--- config.mk ---
export PLATFORM = sky130hd
export DESIGN_NAME = clkdiv_multi
export DESIGN_NICKNAME = d
export VERILOG_FILES = /design/src/rtl/clkdiv_pkg.sv /design/src/rtl/clkdiv_channel.sv /design/src/rtl/clkdiv_multi.sv
export SDC_FILE = /design/constraint.sdc
export NUM_CORES = 1
export LEC_CHECK = 0
export ABC_AREA = 1
export CAP_MARGIN = 20
export CORE_MARGIN = 4
export CORE_UTILIZATION = 40
export DETAILED_ROUTE_END_ITERATION = 16
export HOLD_SLACK_MARGIN = 0.02
export PLACE_DENSITY = 0.6
export SLEW_MARGIN = 15
export SYNTH_ARGS = -nofsm -noshare
export SYNTH_HDL_FRONTEND = slang
export SYNTH_SLANG_ARGS = --single-unit
--- constraint.sdc ---
create_clock -name clk -period 4.5 [get_ports clk]
set_input_delay 1.35 -clock clk [delete_from_list [all_inputs] [get_ports clk]]
set_output_delay 1.35 -clock clk [all_outputs]
set_load 0.005 [all_outputs]
--- src/rtl/clkdiv_pkg.sv ---
// rtl/clkdiv_pkg.sv - shared types and helpers for clkdiv_multi
// The phase field of div_cfg_t exists only when CLKDIV_PHASE_EN is defined.
package clkdiv_pkg;

   // Widest supported divisor; channels truncate to their own CNT_W.
   localparam int DIV_W_MAX = 16;

   typedef enum logic {
      DIV_PULSE  = 1'b0,
      DIV_TOGGLE = 1'b1
   } div_mode_e;

   typedef struct packed {
      logic [DIV_W_MAX-1:0] div;
      div_mode_e            mode;
`ifdef CLKDIV_PHASE_EN
      logic [DIV_W_MAX-1:0] phase;
`endif
   } div_cfg_t;

   function automatic int ch_width(input int n);
      return (n <= 2) ? 1 : $clog2(n);
   endfunction

endpackage

--- src/rtl/clkdiv_channel.sv ---
// rtl/clkdiv_channel.sv - one divider channel: counter, active/shadow config, tick/level/pend
// Restart phase preload is present only when CLKDIV_PHASE_EN is defined.
module clkdiv_channel
   import clkdiv_pkg::*;
#(
   parameter int CNT_W        = 8,
   parameter int DEFAULT_DIV  = 8,
   parameter int DEFAULT_MODE = 0
) (
   input  logic     clk,
   input  logic     n_rst,
   input  logic     enable,
   input  logic     restart,
   input  logic     wr,
   input  div_cfg_t wr_cfg,
   output logic     tick,
   output logic     level,
   output logic     pend
);

   function automatic div_cfg_t reset_cfg();
      div_cfg_t c;
      c      = '0;
      c.div  = DIV_W_MAX'(DEFAULT_DIV);
      c.mode = (DEFAULT_MODE != 0) ? DIV_TOGGLE : DIV_PULSE;
      return c;
   endfunction

   localparam div_cfg_t RESET_CFG = reset_cfg();

   logic [CNT_W-1:0] cnt;
   logic [CNT_W-1:0] last;
   logic [CNT_W-1:0] start_cnt;
   div_cfg_t         active;
   div_cfg_t         shadow;
   div_cfg_t         next_cfg;
   logic             term;

   // div - 1 wraps in CNT_W bits, so div = 0 counts 2^CNT_W cycles.
   assign last = CNT_W'(active.div - DIV_W_MAX'(1));
   assign term = (cnt == last);

   // Shadow equals active whenever nothing is pending, so it is the restart source.
   assign next_cfg = wr ? wr_cfg : shadow;

`ifdef CLKDIV_PHASE_EN
   logic [CNT_W-1:0] rs_last;
   logic [CNT_W-1:0] rs_phase;

   assign rs_last   = CNT_W'(next_cfg.div - DIV_W_MAX'(1));
   assign rs_phase  = CNT_W'(next_cfg.phase);
   assign start_cnt = (rs_phase < rs_last) ? rs_phase : rs_last;
`else
   assign start_cnt = '0;
`endif

   always_ff @(posedge clk or negedge n_rst) begin
      if (!n_rst) begin
         cnt    <= '0;
         tick   <= 1'b0;
         level  <= 1'b0;
         pend   <= 1'b0;
         active <= RESET_CFG;
         shadow <= RESET_CFG;
      end else if (restart) begin
         cnt    <= start_cnt;
         tick   <= 1'b0;
         level  <= 1'b0;
         pend   <= 1'b0;
         active <= next_cfg;
         shadow <= next_cfg;
      end else begin
         if (wr) begin
            shadow <= wr_cfg;
         end
         // A write landing on the terminal count keeps pend for the next one.
         pend <= wr | (pend & ~(enable & term));
         tick <= enable & term;
         if (enable) begin
            if (term) begin
               cnt <= '0;
               if (pend) begin
                  active <= shadow;
                  level  <= (shadow.mode == DIV_TOGGLE) &
                            (level ^ (active.mode == DIV_TOGGLE));
               end else if (active.mode == DIV_TOGGLE) begin
                  level <= ~level;
               end
            end else begin
               cnt <= cnt + CNT_W'(1);
            end
         end
      end
   end

endmodule

--- src/rtl/clkdiv_multi.sv ---
// rtl/clkdiv_multi.sv - multi-channel clock-enable generator with glitch-free divisor updates
// Optional cfg_phase input and restart staggering when CLKDIV_PHASE_EN is defined.
module clkdiv_multi
   import clkdiv_pkg::*;
#(
   parameter  int NUM_CH       = 2,
   parameter  int CNT_W        = 8,
   parameter  int DEFAULT_DIV  = 8,
   parameter  int DEFAULT_MODE = 0,
   localparam int CH_W         = ch_width(NUM_CH)
) (
   input  logic              clk,
   input  logic              n_rst,
   input  logic              enable,
   input  logic              restart,
   input  logic              cfg_wr,
   input  logic [CH_W-1:0]   cfg_ch,
   input  logic [CNT_W-1:0]  cfg_div,
   input  logic              cfg_mode,
`ifdef CLKDIV_PHASE_EN
   input  logic [CNT_W-1:0]  cfg_phase,
`endif
   output logic [NUM_CH-1:0] tick,
   output logic [NUM_CH-1:0] level,
   output logic [NUM_CH-1:0] pend
);

   div_cfg_t wr_cfg;

   always_comb begin
      wr_cfg       = '0;
      wr_cfg.div   = DIV_W_MAX'(cfg_div);
      wr_cfg.mode  = cfg_mode ? DIV_TOGGLE : DIV_PULSE;
`ifdef CLKDIV_PHASE_EN
      wr_cfg.phase = DIV_W_MAX'(cfg_phase);
`endif
   end

   for (genvar i = 0; i < NUM_CH; i++) begin : g_ch
      logic wr_en;

      // Out-of-range channel numbers match no channel and are dropped.
      assign wr_en = cfg_wr && (32'(cfg_ch) == i);

      clkdiv_channel #(
         .CNT_W        (CNT_W),
         .DEFAULT_DIV  (DEFAULT_DIV),
         .DEFAULT_MODE (DEFAULT_MODE)
      ) u_ch (
         .clk     (clk),
         .n_rst   (n_rst),
         .enable  (enable),
         .restart (restart),
         .wr      (wr_en),
         .wr_cfg  (wr_cfg),
         .tick    (tick[i]),
         .level   (level[i]),
         .pend    (pend[i])
      );
   end

endmodule

# Word level (Yosys, flattened, before mapping)
# Index checks and enable logic that the tools add are counted.
[totals] ff_bits=74 input_bits=15 elab_cells=81
[op_classes] add_sub_neg=4 eq_ne=2 muxes=31 bitwise_logic=15 n_reduce_logical=13
[ops] cell="two-way mux 9 bit" count=8
[ops] cell="two-way mux 8 bit" count=6
[ops] cell="two-way mux 17 bit" count=2
[ops] cell="adder 8 x 1 -> 8 bit (second input constant)" count=2
[ops] cell="== test 8 bit" count=2
[ops] cell="subtractor 8 x 1 -> 8 bit (second input constant)" count=2
[ops] cell="two-way mux 1 bit" count=15
[ops] cell="AND reduction 3 bit" count=4
[ops] cell="nonzero test 2 bit" count=5
[ops] cell="bitwise AND 1 bit" count=6
[ops] cell="nonzero test 3 bit" count=2
[ops] cell="NOT 1 bit" count=5
[ops] cell="logical AND 1 bit" count=2
[ops] cell="bitwise OR 1 bit" count=2
[ops] cell="bitwise XOR 1 bit" count=2

# Logic depth before layout (Yosys ltp)
[logic_depth] word_depth=7 depth_mapped=15

# Cells and area by module
# Synthesis repeated with hierarchy kept, for this count alone.
[unflattened] hier_cells=453 hier_area_um2=3321.9
[by_module_without_submodules] module="clkdiv_channel" n_inst=2 cells_each=224 area_each_um2=1650.3 seq_area_each_um2=728.2
[by_module_without_submodules] module="clkdiv_multi" n_inst=1 cells_each=5 area_each_um2=21.3 seq_area_each_um2=0.0

# Worst setup path after synthesis
# OpenSTA, ideal clock, no wires.
[synth_timing] path_kind="input to register" startpoint="input restart" endpoint="register g_ch[1].u_ch.cnt[7]" setup_ps=121 arrival_time_ps=2407 required_ps=4379 setup_slack_ps=1972 cell_stages=12 n_path_buf=1 path_cell_list="buf_4 inv_4 nand2_2 inv_2 nor2_2 nand3_1 nor2_1 nand2_1 nor2_1 nand2_1 nand2_1 a21oi_1"
[synth_via] elab_chain_cells=1
[synth_lines] item="start: declaration" line="clkdiv_multi.sv:15" rtl="input logic restart,"
[synth_lines] item="two-way mux 8 bit or nonzero test 2 bit (tied branches)"
[synth_lines] item="end signal: assignment" line="clkdiv_channel.sv:66" rtl="cnt <= start_cnt;"
[synth_lines] item="end signal: assignment" line="clkdiv_channel.sv:90" rtl="cnt <= cnt + CNT_W'(1);"
[synth_lines] item="end: declaration" line="clkdiv_channel.sv:31" rtl="logic [CNT_W-1:0] cnt;"
# Several ways; a longest one is shown, not always the timed one.
# A chain may end at the register's enable or synchronous reset.

# Worst setup path after layout
# Same ends and word-level chain as after synthesis.

==> flow_metrics.py <==
metrics = {
    "outcome": {
        "status": "complete, no violations",
    },
    "power_and_ir_drop": {
        "leakage_nw": 2.02,
        "swShare": 0.331,
        "peakVddDrop_v": 0.000222,
        "p_total_w": 0.00173,
        "switchingPower_w": 0.000574,
        "p_comb_frac": 0.275,
        "seq_power_share": 0.390,
        "internal_power_w": 0.00116,
        "p_per_area_nw_per_um2": 438,
        "pwr-share-clk": 0.334,
    },
    "yosys": {
        "ys_seq_area_frac": 0.417,
        "synth_warnings": 0,
        "synth.distinct_cells": 34,
        "syn_area_um2": 3490,
        "synth_fa_ha_area_frac": 0.0143,
        "syn_area_per_cell_um2": 7.30,
        "synth-compound-area-share": 0.0548,
        "muxShareOfSynthArea": 0,
        "ys_ff_latch": 58,
        "synth_xor_area_frac": 0.0448,
        "synth-simple-area-share": 0.378,
        "synth_nets": 498,
        "netlist_instances": 479,
        "synth_top_family_by_area": "simple AND/OR/NAND/NOR gates",
    },
    "setup_path": {
        "crit_path_frequent_cell": "nand2_1",
        "critical_path.startpoint_type": "input port",
        "crit_path_max_fanout": 25,
        "endpoint_kind": "flop",
        "worstReg2RegStart": "g_ch[0].u_ch.active[1]",
        "path_class": "in -> reg",
        "worstPathCellList": "clkdlybuf4s50_1 > inv_4 > nand2_2 > inv_2 > nor2_2 > nand3_1 > nor2_1 > nand2_1 > nor2_1 > nand2_1 > nand2_1 > a21oi_1",
        "crit_path_top_delay_cell": "clkdlybuf4s50_1",
        "crit_start": "restart",
        "critical_path_required_ps": 4710,
        "critical-path-max-stage-delay_ps": 540,
        "arrival_ps": 3440,
    },
    "placed_design": {
        "portBuffers": 20,
        "place_area_um2": 3710,
        "post-dp-hpwl_um": 5600,
        "place_congestion": 0.765,
    },
    "grt": {
        "grt_pass1_wl_um": 13000,
        "overflow": 0,
        "antenna_found_initial": 0,
        "grt_use_total": 0.162,
        "grt_max_degree": 40,
        "grt_pass1_vias": 2717,
    },
    "cts": {
        "cts_tree": "built",
        "clk_pin_slew_ps": 70,
        "clk_latency_ps": 330,
        "cts.sinks": 58,
        "postCtsHoldBufs": 0,
        "clockBufferDepth": 2,
        "root_buffer": "clkbuf_8",
        "cts.repair.resized": 0,
        "cts-buffers-inserted": 9,
        "htreeDepth": 3,
        "cts_setup_buffers": 0,
    },
    "floorplanning": {
        "die_area_um2": 10300,
        "fp.dieW_um": 101,
        "core-area_um2": 8340,
        "initial_core_util": 0.419,
        "rows": 33,
        "io_pins": 21,
        "die_h_um": 101,
    },
    "sta": {
        "drv_slew": 0,
        "setup_viol": 0,
        "hold_ws_ps": 473,
        "fin_setup_tns_ps": 0,
        "skew_ps": 8.46,
        "fin_crit_sh": 0.718,
        "slew_headroom": 0.397,
        "max_freq_ghz": 0.310,
        "rsz0062_at_grt": "false",
        "fin_crit_ps": 3230,
        "finalHoldViolCount": 0,
        "tightest_slew_ps": 905,
    },
    "detailed_routing": {
        "drc": 0,
        "firstDrtPassIters": 7,
        "wirelength_um": 7690,
        "wire_per_inst_um": 12.7,
        "antenna_left": 0,
        "drt_iter0_drc": 141,
        "vias": 2948,
        "vias_per_cell": 4.89,
    },
    "final_layout": {
        "post-route-util": 0.475,
        "drive_gt1_frac": 0.106,
        "finalInstanceArea_um2": 3960,
        "nets": 512,
        "antennaDiodeCount": 0,
        "area_delta_synth_final_pct": 13.3,
    },
    "flow_run": {
        "cap_violations": 0,
    },
    "min_path": {
        "worstHoldStart": "g_ch[0].u_ch.active[4]",
        "hold_path.class": "reg -> reg",
    },
}
## per-layer routing
metal | vias to the layer above | track usage | wire length [um]
li1 | 1528 | - | -
met2 | 53 | 0.246 | 3440
met3 | 5 | 0.0455 | 312
met5 | - | 0 | 0
met4 | 0 | 0.0429 | 69
met1 | 1362 | 0.226 | 3870
## Yosys cell counts, drive strengths merged
master	count	area, um^2
dfstp	4	105
or2	3	18.8
a31oi	1	6.26
nand3b	2	15.0
o22ai	1	6.26
dfrtp	54	1350
ha	4	50.1
nor3	5	25.0
inv	51	194
nor2	37	171
o221ai	1	8.76
buf	12	97.6
o21ai	24	120
xnor2	4	42.6
nand4	11	68.8
nor3b	1	7.51
nand2	194	756
a21oi	10	50.1
xor2	13	114
nand3	40	260
clkbuf	7	26.3
## worst max-delay path: cells and delay by family
kind / cells / cell delay, ps
and+or+nand+nor: 8 / 1190
AOI/OAI and AO/OA: 1 / 60
buffers and inverters: 3 / 840
## cell type report
type                    instances  area, um^2
clock buffers                  13         179
clock inverters                 3        68.8
fillers                       824        4380
inverters                      51         194
multi-input cells             351        1720
flip-flops and latches         58        1460
well taps                     105         131
repair buffers                 22         210
## flip-flops by register name (all words and copies together) (netlist names)
register and flops:
g_ch.u_ch.shadow 18, g_ch.u_ch.pend 2, g_ch.u_ch.level 2, g_ch.u_ch.tick 2
g_ch.u_ch.active 18, g_ch.u_ch.cnt 16
## placed cells by master, fill, tap and decap left out, drive strengths merged, types with 4 or more instances in the layout
cell and instances:
a21oi 10, clkbuf 13, clkdlybuf4s50 19, dfrtp 54, dfstp 4, ha 4
inv 51, nand2 194, nand3 40, nand4 11, nor2 37, nor3 5
o21ai 24, xnor2 4, xor2 13
## cell families (layout without fill, tap and decap cells)
family,after synthesis,count (layout)
flops,58,58
compound gates,37,37
fa+ha+maj,4,4
xor+xnor,17,17
buf+inv,70,89
simple gates,293,293
## per-stage QoR
step | instances | setup slack, ps
2_1_floorplan | 479 | 1970
3_3_place_gp | 587 | 1010
3_5_place_dp | 587 | 944
4_1_cts | 603 | 1280
5_1_grt | 603 | 1080
6_report | 603 | 1270
## path summary, 6_finish.rpt
check	endpoint	slack [ps]	cells after the start
setup reg to reg	g_ch[0].u_ch.active[0]	2370	12
setup / recovery	g_ch[1].u_ch.cnt[7]	1270	12
hold reg to reg	g_ch[0].u_ch.active[4]	470	2
min in group asynchronous	g_ch[0].u_ch.level	1140	1
max in group asynchronous	g_ch[1].u_ch.cnt[4]	2540	2
hold / removal	g_ch[0].u_ch.active[4]	470	2
## power by group through the flow
stage	Sequential, W	Combinational [W]	Clock [W]
after floorplan	0.000663	0.000385	0
after global placement	0.000683	0.000473	0
after detailed placement	0.000686	0.000481	0
after CTS	0.000677	0.000484	0.000591
after global routing	0.000690	0.000552	0.000618
final	0.000677	0.000478	0.000580
No activity file was read; power rests on OpenSTA's default activity.
